--- config.mk ---
export PLATFORM = sky130hd
export DESIGN_NAME = beamsum_ctrl
export DESIGN_NICKNAME = d
export VERILOG_FILES = /design/src/rtl/beamsum_ctrl.sv
export SDC_FILE = /design/constraint.sdc
export NUM_CORES = 1
export LEC_CHECK = 0
export CORE_MARGIN = 5
export CORE_UTILIZATION = 30
export DETAILED_ROUTE_END_ITERATION = 10
export GPL_TIMING_DRIVEN = 0
export PLACE_DENSITY = 0.52
export SLEW_MARGIN = 15
export SYNTH_ARGS = -nofsm -noshare
export SYNTH_HDL_FRONTEND = slang
export SYNTH_SLANG_ARGS = --single-unit
export TNS_END_PERCENT = 10
--- constraint.sdc ---
create_clock -name clock -period 5.75 [get_ports clock]
set_clock_uncertainty 0.2 [all_clocks]
set_input_delay 0.575 -clock clock [delete_from_list [all_inputs] [get_ports clock]]
set_output_delay 0.575 -clock clock [all_outputs]
set_load 0.03 [all_outputs]
--- src/rtl/beamsum_ctrl.sv ---
// Sequencer for the 4-lane weighted beam sum: lane join, adder-pipe stall, output valid/last, double-buffered weights.
// Fire-to-m_tvalid latency is ADD_LAT cycles; a stalled output (m_tready_i low with valid) freezes the pipe and drops s_tready.
module beamsum_ctrl #(
    parameter int WEIGHT_WIDTH = 16,
    parameter int ADD_LAT      = 2,
    parameter int CNT_WIDTH    = 16
) (
    input  logic                      clock,
    input  logic                      resetn,
    input  logic                      en_i,
    input  logic [3:0]                s_tvalid_i,
    input  logic [3:0]                s_tlast_i,
    output logic [3:0]                s_tready_o,
    output logic                      sum_fire_o,
    output logic                      pipe_ce_o,
    output logic                      m_tvalid_o,
    output logic                      m_tlast_o,
    input  logic                      m_tready_i,
    input  logic                      cfg_wr_i,
    input  logic [2:0]                cfg_addr_i,
    input  logic [WEIGHT_WIDTH-1:0]   cfg_data_i,
    input  logic                      cfg_commit_i,
    output logic [8*WEIGHT_WIDTH-1:0] w_active_o,
    output logic                      commit_pend_o,
    output logic                      err_o,
    input  logic                      err_clr_i,
    output logic [CNT_WIDTH-1:0]      beat_cnt_o,
    output logic [CNT_WIDTH-1:0]      frame_cnt_o
);

    typedef enum logic [1:0] {IDLE, RUN, ERR} state_t;

    localparam logic [CNT_WIDTH-1:0] CNT_ONE = {{(CNT_WIDTH-1){1'b0}}, 1'b1};

    state_t                                state_q, state_d;
    logic [ADD_LAT-1:0]                    vld_q, vld_d;
    logic [ADD_LAT-1:0]                    lst_q, lst_d;
    logic [CNT_WIDTH-1:0]                  beat_cnt_q, beat_cnt_d;
    logic [CNT_WIDTH-1:0]                  frame_cnt_q, frame_cnt_d;
    logic                                  err_q, err_d;
    logic                                  commit_pend_q, commit_pend_d;
    logic                                  wt_loaded_q, wt_loaded_d;
    logic [7:0][WEIGHT_WIDTH-1:0]          shadow_q, shadow_d;
    logic [7:0][WEIGHT_WIDTH-1:0]          active_q, active_d;

    logic all_v;
    logic pipe_ce;
    logic fire;
    logic last_fire;
    logic bad_fire;
    logic frame_idle;
    logic swap;

    assign all_v      = &s_tvalid_i;
    assign pipe_ce    = !(vld_q[ADD_LAT-1] && !m_tready_i);
    assign fire       = (state_q == RUN) && pipe_ce && all_v;
    assign last_fire  = fire && (&s_tlast_i);
    // Mixed tlast across lanes: frame boundary is ambiguous, so the beat closes the frame and flags an error.
    assign bad_fire   = fire && (|s_tlast_i) && !(&s_tlast_i);
    assign frame_idle = (beat_cnt_q == '0) && !fire;
    assign swap       = commit_pend_q && (last_fire || (state_q != RUN) || frame_idle);

    always_comb begin
        state_d       = state_q;
        vld_d         = vld_q;
        lst_d         = lst_q;
        beat_cnt_d    = beat_cnt_q;
        frame_cnt_d   = frame_cnt_q;
        err_d         = err_q;
        commit_pend_d = commit_pend_q;
        wt_loaded_d   = wt_loaded_q;
        shadow_d      = shadow_q;
        active_d      = active_q;

        case (state_q)
            IDLE: if (en_i && wt_loaded_q) state_d = RUN;
            RUN: begin
                if (bad_fire)
                    state_d = ERR;
                else if (!en_i && (last_fire || frame_idle))
                    state_d = IDLE;
            end
            ERR: if (err_clr_i) state_d = IDLE;
            default: state_d = IDLE;
        endcase

        if (pipe_ce) begin
            vld_d[0] = fire;
            lst_d[0] = fire && (|s_tlast_i);
            for (int k = 1; k < ADD_LAT; k++) begin
                vld_d[k] = vld_q[k-1];
                lst_d[k] = lst_q[k-1];
            end
        end

        if (last_fire) begin
            beat_cnt_d  = '0;
            frame_cnt_d = frame_cnt_q + CNT_ONE;
        end else if (bad_fire) begin
            beat_cnt_d = '0;
        end else if (fire && (beat_cnt_q != '1)) begin
            beat_cnt_d = beat_cnt_q + CNT_ONE;
        end

        if (bad_fire)
            err_d = 1'b1;
        else if (err_clr_i)
            err_d = 1'b0;

        // Swap reads the pre-write shadow; a same-cycle commit keeps the request pending.
        if (swap) begin
            active_d      = shadow_q;
            commit_pend_d = 1'b0;
            wt_loaded_d   = 1'b1;
        end
        if (cfg_commit_i)
            commit_pend_d = 1'b1;
        if (cfg_wr_i)
            shadow_d[cfg_addr_i] = cfg_data_i;
    end

    always_ff @(posedge clock) begin
        if (!resetn) begin
            state_q       <= IDLE;
            vld_q         <= '0;
            lst_q         <= '0;
            beat_cnt_q    <= '0;
            frame_cnt_q   <= '0;
            err_q         <= 1'b0;
            commit_pend_q <= 1'b0;
            wt_loaded_q   <= 1'b0;
            shadow_q      <= '0;
            active_q      <= '0;
        end else begin
            state_q       <= state_d;
            vld_q         <= vld_d;
            lst_q         <= lst_d;
            beat_cnt_q    <= beat_cnt_d;
            frame_cnt_q   <= frame_cnt_d;
            err_q         <= err_d;
            commit_pend_q <= commit_pend_d;
            wt_loaded_q   <= wt_loaded_d;
            shadow_q      <= shadow_d;
            active_q      <= active_d;
        end
    end

    assign s_tready_o    = {4{fire}};
    assign sum_fire_o    = fire;
    assign pipe_ce_o     = pipe_ce;
    assign m_tvalid_o    = vld_q[ADD_LAT-1];
    assign m_tlast_o     = lst_q[ADD_LAT-1];
    assign w_active_o    = active_q;
    assign commit_pend_o = commit_pend_q;
    assign err_o         = err_q;
    assign beat_cnt_o    = beat_cnt_q;
    assign frame_cnt_o   = frame_cnt_q;

endmodule
# Word-level counts from Yosys, hierarchy flattened

Index checks and enable logic that the tools add are counted.

Mux-type cells: 12
Order comparisons: 2
Bitwise logic cells: 1
Equal/unequal tests: 7
Reduce and logical (&&, ||, !) cells: 29
Add/sub/neg operators: 2

Operators by type and width:

| cell                                                                                 | count |
|---|---|
| 128-bit bitwise mux                                                                  | 1 |
| 16-bit demux with 3-bit select                                                       | 1 |
| 16-bit by 1-bit adder with 16-bit output (second input constant)                     | 2 |
| 16-bit zero test                                                                     | 1 |
| 16-bit two-way mux                                                                   | 1 |
| 16-bit != test (second input constant)                                               | 1 |
| 1-bit logical AND                                                                    | 12 |
| 2-bit two-way mux                                                                    | 4 |
| 4-bit AND reduction                                                                  | 2 |
| 2-bit one-hot mux with 3 select lines                                                | 1 |
| 1-bit zero test                                                                      | 5 |
| 3-bit by 4-bit < comparator with 1-bit output (second input constant)                | 1 |
| 1-bit two-way mux                                                                    | 4 |
| 2-bit != test (second input constant)                                                | 2 |
| 2-bit nonzero test                                                                   | 2 |
| 4-bit OR reduction                                                                   | 1 |
| 3-bit by 1-bit greater-or-equal comparator with 1-bit output (second input constant) | 1 |
| 1-bit logical OR                                                                     | 3 |
| 3-bit by 2-bit != test with 1-bit output (second input constant)                     | 1 |
| 3-bit AND reduction                                                                  | 1 |
| 3-bit OR reduction                                                                   | 1 |
| 2-bit by 1-bit equality test with 1-bit output (second input constant)               | 1 |
| 2-bit equality test (second input constant)                                          | 1 |
| 2-bit zero test                                                                      | 1 |
| other kinds (2)                                                                      | 2 |

Bits in registers: 297
Output and inout bits: 170
Input bits: 34
Word-level logic and storage cells: 77

# Longest topological paths before layout

Gate-level depths: netlist of run 1.

Depth after elaboration: 12
Mapped depth: 10
Depth with buffers taken out: 7

# Least setup slack after synthesis of run 1

No wires, ideal clock.

Path kind: input to output
From: input port m_tready_i
To: output port s_tready_o[0]
Cell stages on the path: 7
Buffers on the path: 3
Arrival: 1.934 ns
Required time: 4.975 ns
Path slack: 3.041 ns
Path through: nor2b_1 clkbuf_1 inv_1 nand3_1 buf_2 inv_1 buf_4

Word-level cells in the longest chain between the ends: 5

Ends and longest elaborated chain:

| element                         | line | source |
|---|---|---|
| start, declared                 | 18   | `input logic m_tready_i,` |
| 1-bit zero test                 | 55   | `assign pipe_ce = !(vld_q[ADD_LAT-1] && !m_tready_i);` |
| 1-bit logical AND               | 55   |  |
| 1-bit zero test                 | 55   |  |
| net pipe_ce_o                   | 15   | `output logic pipe_ce_o,` |
| 1-bit logical AND (2 in series) | 56   | `assign fire = (state_q == RUN) && pipe_ce && all_v;` |
| end, declared                   | 13   | `output logic [3:0] s_tready_o,` |

The timed path passes the listed nets, and every way through them passes these cells.

# Worst setup path in the final report of run 1

From: input port m_tready_i
To: output port s_tready_o[3]

Word-level cells in the longest chain between the ends: 5

Ends and longest elaborated chain:

| element                         | line |
|---|---|
| 1-bit zero test                 | 55 |
| 1-bit logical AND               | 55 |
| 1-bit zero test                 | 55 |
| 1-bit logical AND (2 in series) | 56 |

Every way passes these cells.

==> results of run 1 <==
## power groups by stage
| stage | combinational, W | sequential (W) | clock (W) |
|---|---|---|---|
| after global placement | 0.000232 | 0.00214 | 0 |
| after global routing | 0.000255 | 0.00210 | 0.00225 |
| after CTS | 0.000234 | 0.00210 | 0.00218 |
| final | 0.000233 | 0.00210 | 0.00212 |
| after detailed placement | 0.000233 | 0.00214 | 0 |
| after floorplan | 0.000123 | 0.00215 | 0 |
## worst min path at each step
stage,cells after the start,startpoint,slack (ps),to
finish,3,cfg_data_i[15],210,shadow_q[127]
CTS,3,cfg_data_i[15],200,shadow_q[127]
global placement,2,shadow_q[111],240,w_active_o[111]
global route,3,cfg_data_i[15],230,shadow_q[31]
floorplan,2,wt_loaded_q,230,wt_loaded_q
detailed placement,2,shadow_q[99],250,shadow_q[99]
## stage by stage
stage / utilization (%) / cells
finish: 40.0 / 2106
CTS: 40.0 / 2106
detailed placement: 36.9 / 2047
global placement: 36.9 / 2047
global route: 40.0 / 2106
floorplan: - / 1395
## final cells by class
type,count,area (sq um)
buffer,116,488
clock buffer,51,1020
clock inverter,8,83.8
fill,3811,21900
inverter,12,45.0
multi-input combinational,970,4550
sequential,297,5950
tap,468,586
timing repair buffer,184,1840
## flip-flops by register name, summed over array words and instances, names as in the netlist
name	flops
beat_cnt_o	16
commit_pend_o	1
err_o	1
frame_cnt_o	16
lst_q	2
shadow_q	128
state_q	2
vld_q	2
w_active_o	128
wt_loaded_q	1
## cell families after synthesis
group,Yosys count,synth area share [%]
AOI/OAI and AO/OA,289,13.5
xor gates and xnor gates,22,1.75
adders and majority gates,3,0.340
buffers and inverters,128,4.83
DFF,297,53.9
muxes,1,0.0907
and+or+nand+nor,655,25.6
## cell usage after synthesis (4+ instances only)
master,instances,area (sq um)
o21ai_0,135,676
nand3_1,145,726
buf_1,7,26.3
buf_2,17,85.1
nor4_1,13,81.3
nand4_1,11,68.8
xnor2_1,18,158
clkbuf_1,75,282
or3_1,5,31.3
and4_1,6,52.6
dfxtp_1,297,5950
xor2_1,4,35.0
nand2_1,410,1540
a21oi_1,140,701
inv_1,11,41.3
nor2_1,37,139
nand2b_1,5,31.3
buf_4,4,30.0
nor3_1,8,40.0
clkbuf_2,13,65.1
nor2b_1,5,31.3
## metal layers
metal | share of wire, % | wire [um]
met5 | 0 | 0
met4 | 1.6 | 586
met3 | 6.9 | 2510
met2 | 45 | 16200
met1 | 47 | 16900
## critical path: stages
cell             delay (ps)
clkdlybuf4s50_1         400
nor2b_1                 120
clkbuf_1                300
inv_1                   170
nand3_1                 180
buf_2                   240
inv_1                   190
buf_4                   170
clkdlybuf4s50_1         580
==> results.ini, run 1 <==
[status]
status = finished clean

[clocking]
cts_max_path_buffers = 3
path_clk_slew_ps = 60
holdBufCountCts = 0
cts_htree_levels = 2
postCtsSetupBuffers = 0
clockRootBuffer = clkbuf_16
insertion_delay_ps = 520
clock-sinks = 297
cts_tree = yes
cts_resized = 0
cts_made_buffers = 34

[setup_path]
rr_endpoint = w_active_o[104]
arrival_ps = 2930
end_kind = output pin
crit_path_start_kind = input port
crit_required_ps = 4970
startpoint = m_tready_i
r2r_cells = 10
path_class = input port to output pin
crit_end = s_tready_o[3]
r2r_slack_ps = 2340
path_max_fanout = 10
reg2reg_from = beat_cnt_o[0]

[die]
dieWidth_um = 202
num_rows = 70
start_util_pct = 30.3
core_sq_mm = 0.0364
die_y_um = 202
io_pins = 204
die_area_sq_mm = 0.0407

[sta]
setup_viol = 0
fin_ws_ps = 2040
fmax_mhz = 270
min_period_ps = 3710
period_share_pct = 64.4
final_max_slew_viol_count = 0
tns_ps = 0
rsz0062_at_grt = false
hold_viol = 0
worst_pin_slew_ps = 991
timing.hold.ws_ps = 206
slew_headroom_pct = 33.9

[logic_synthesis]
synth.yosys.warnings = 0
synth_cell_types = 44
synth-seq-area-share_pct = 53.9
syn_area_sq_mm = 0.0110
syn-num-nets = 1432
ys_async_sr_fraction_pct = 0
avgSynthCellArea_sq_um = 7.91
ys_ff_latch = 297
syn_inst = 1395
synth_edf_count = 0
synth_flop_cell = dfxtp_1

[detailed_routing]
wl_per_cell_um = 17.2
vias = 10200
drt_iter0_markers = 565
drc = 0
detail-route-antenna-nets = 0
drtPass1Iterations = 5
finalWirelength_mm = 36.2
via_per_inst = 4.83

[global_route]
met2_usage_pct = 26.9
grt_start_max_net_pins = 13
grt_util_met1_pct = 23.4
grt_util_all_layers_pct = 17.0
use_met3_pct = 4.56
grt_pass1_vias = 9566
grt_pass1_wl_mm = 55.3
globalRoute.busiestLayer = met2
grt_antenna_before_repair = 0
overflow = 0

[placed_design]
place_ws_ps = 2000
gp_congestion = 0.778
dpl_cell_area_sq_mm = 0.0135
io_buffers = 184
dp_hpwl_mm = 25.6

[min_path]
hold_class = input port to flop

[power_and_ir_drop]
power.density_mw_per_mm2 = 306
ir_worst_vdd_mv = 0.167
switchingPower_w = 0.00104
internal_power_w = 0.00341
clockPowerShare_pct = 47.7
p_sw_share_pct = 23.4
p_total_w = 0.00446
combPwrFrac_pct = 5.2
pwr-share-seq_pct = 47.1
p_leak_nw = 4.68

[final_layout]
final_area_sq_mm = 0.0146
area_growth_pct = 32.0
nNetsFinal = 1652
n_antenna_cell = 0
final_common_cell = nand2_1
drive_above_1_share_pct = 5.56
layout_common_cells = 410 x nand2_1, 297 x dfxtp_1, 184 x clkdlybuf4s50_1, 145 x nand3_1, 140 x a21oi_1

[run]
drv_cap = 0

No activity file was read; power rests on OpenSTA's default activity.
==> inputs of run 2 (changes only) <==
==> constraint.sdc (replaced) <==
create_clock -name clock -period 3.8 [get_ports clock]
set_clock_uncertainty 0.2 [all_clocks]
set_input_delay 0.38 -clock clock [delete_from_list [all_inputs] [get_ports clock]]
set_output_delay 0.38 -clock clock [all_outputs]
set_load 0.03 [all_outputs]
==> results of run 2 <==
Same layout as run 1 (identical final DEF). Status: finished clean.
Main changes from that run: setup slack after placement 2000 ps -> 249 ps; setup slack after layout 2040 ps -> 383 ps; hold slack 206 ps -> 10.9 ps; start point of the critical path m_tready_i -> vld_q[1]; register-to-register setup slack 2340 ps -> 390 ps; total power 0.00446 W -> 0.00674 W; worst IR drop on VDD 0.167 mV -> 0.253 mV
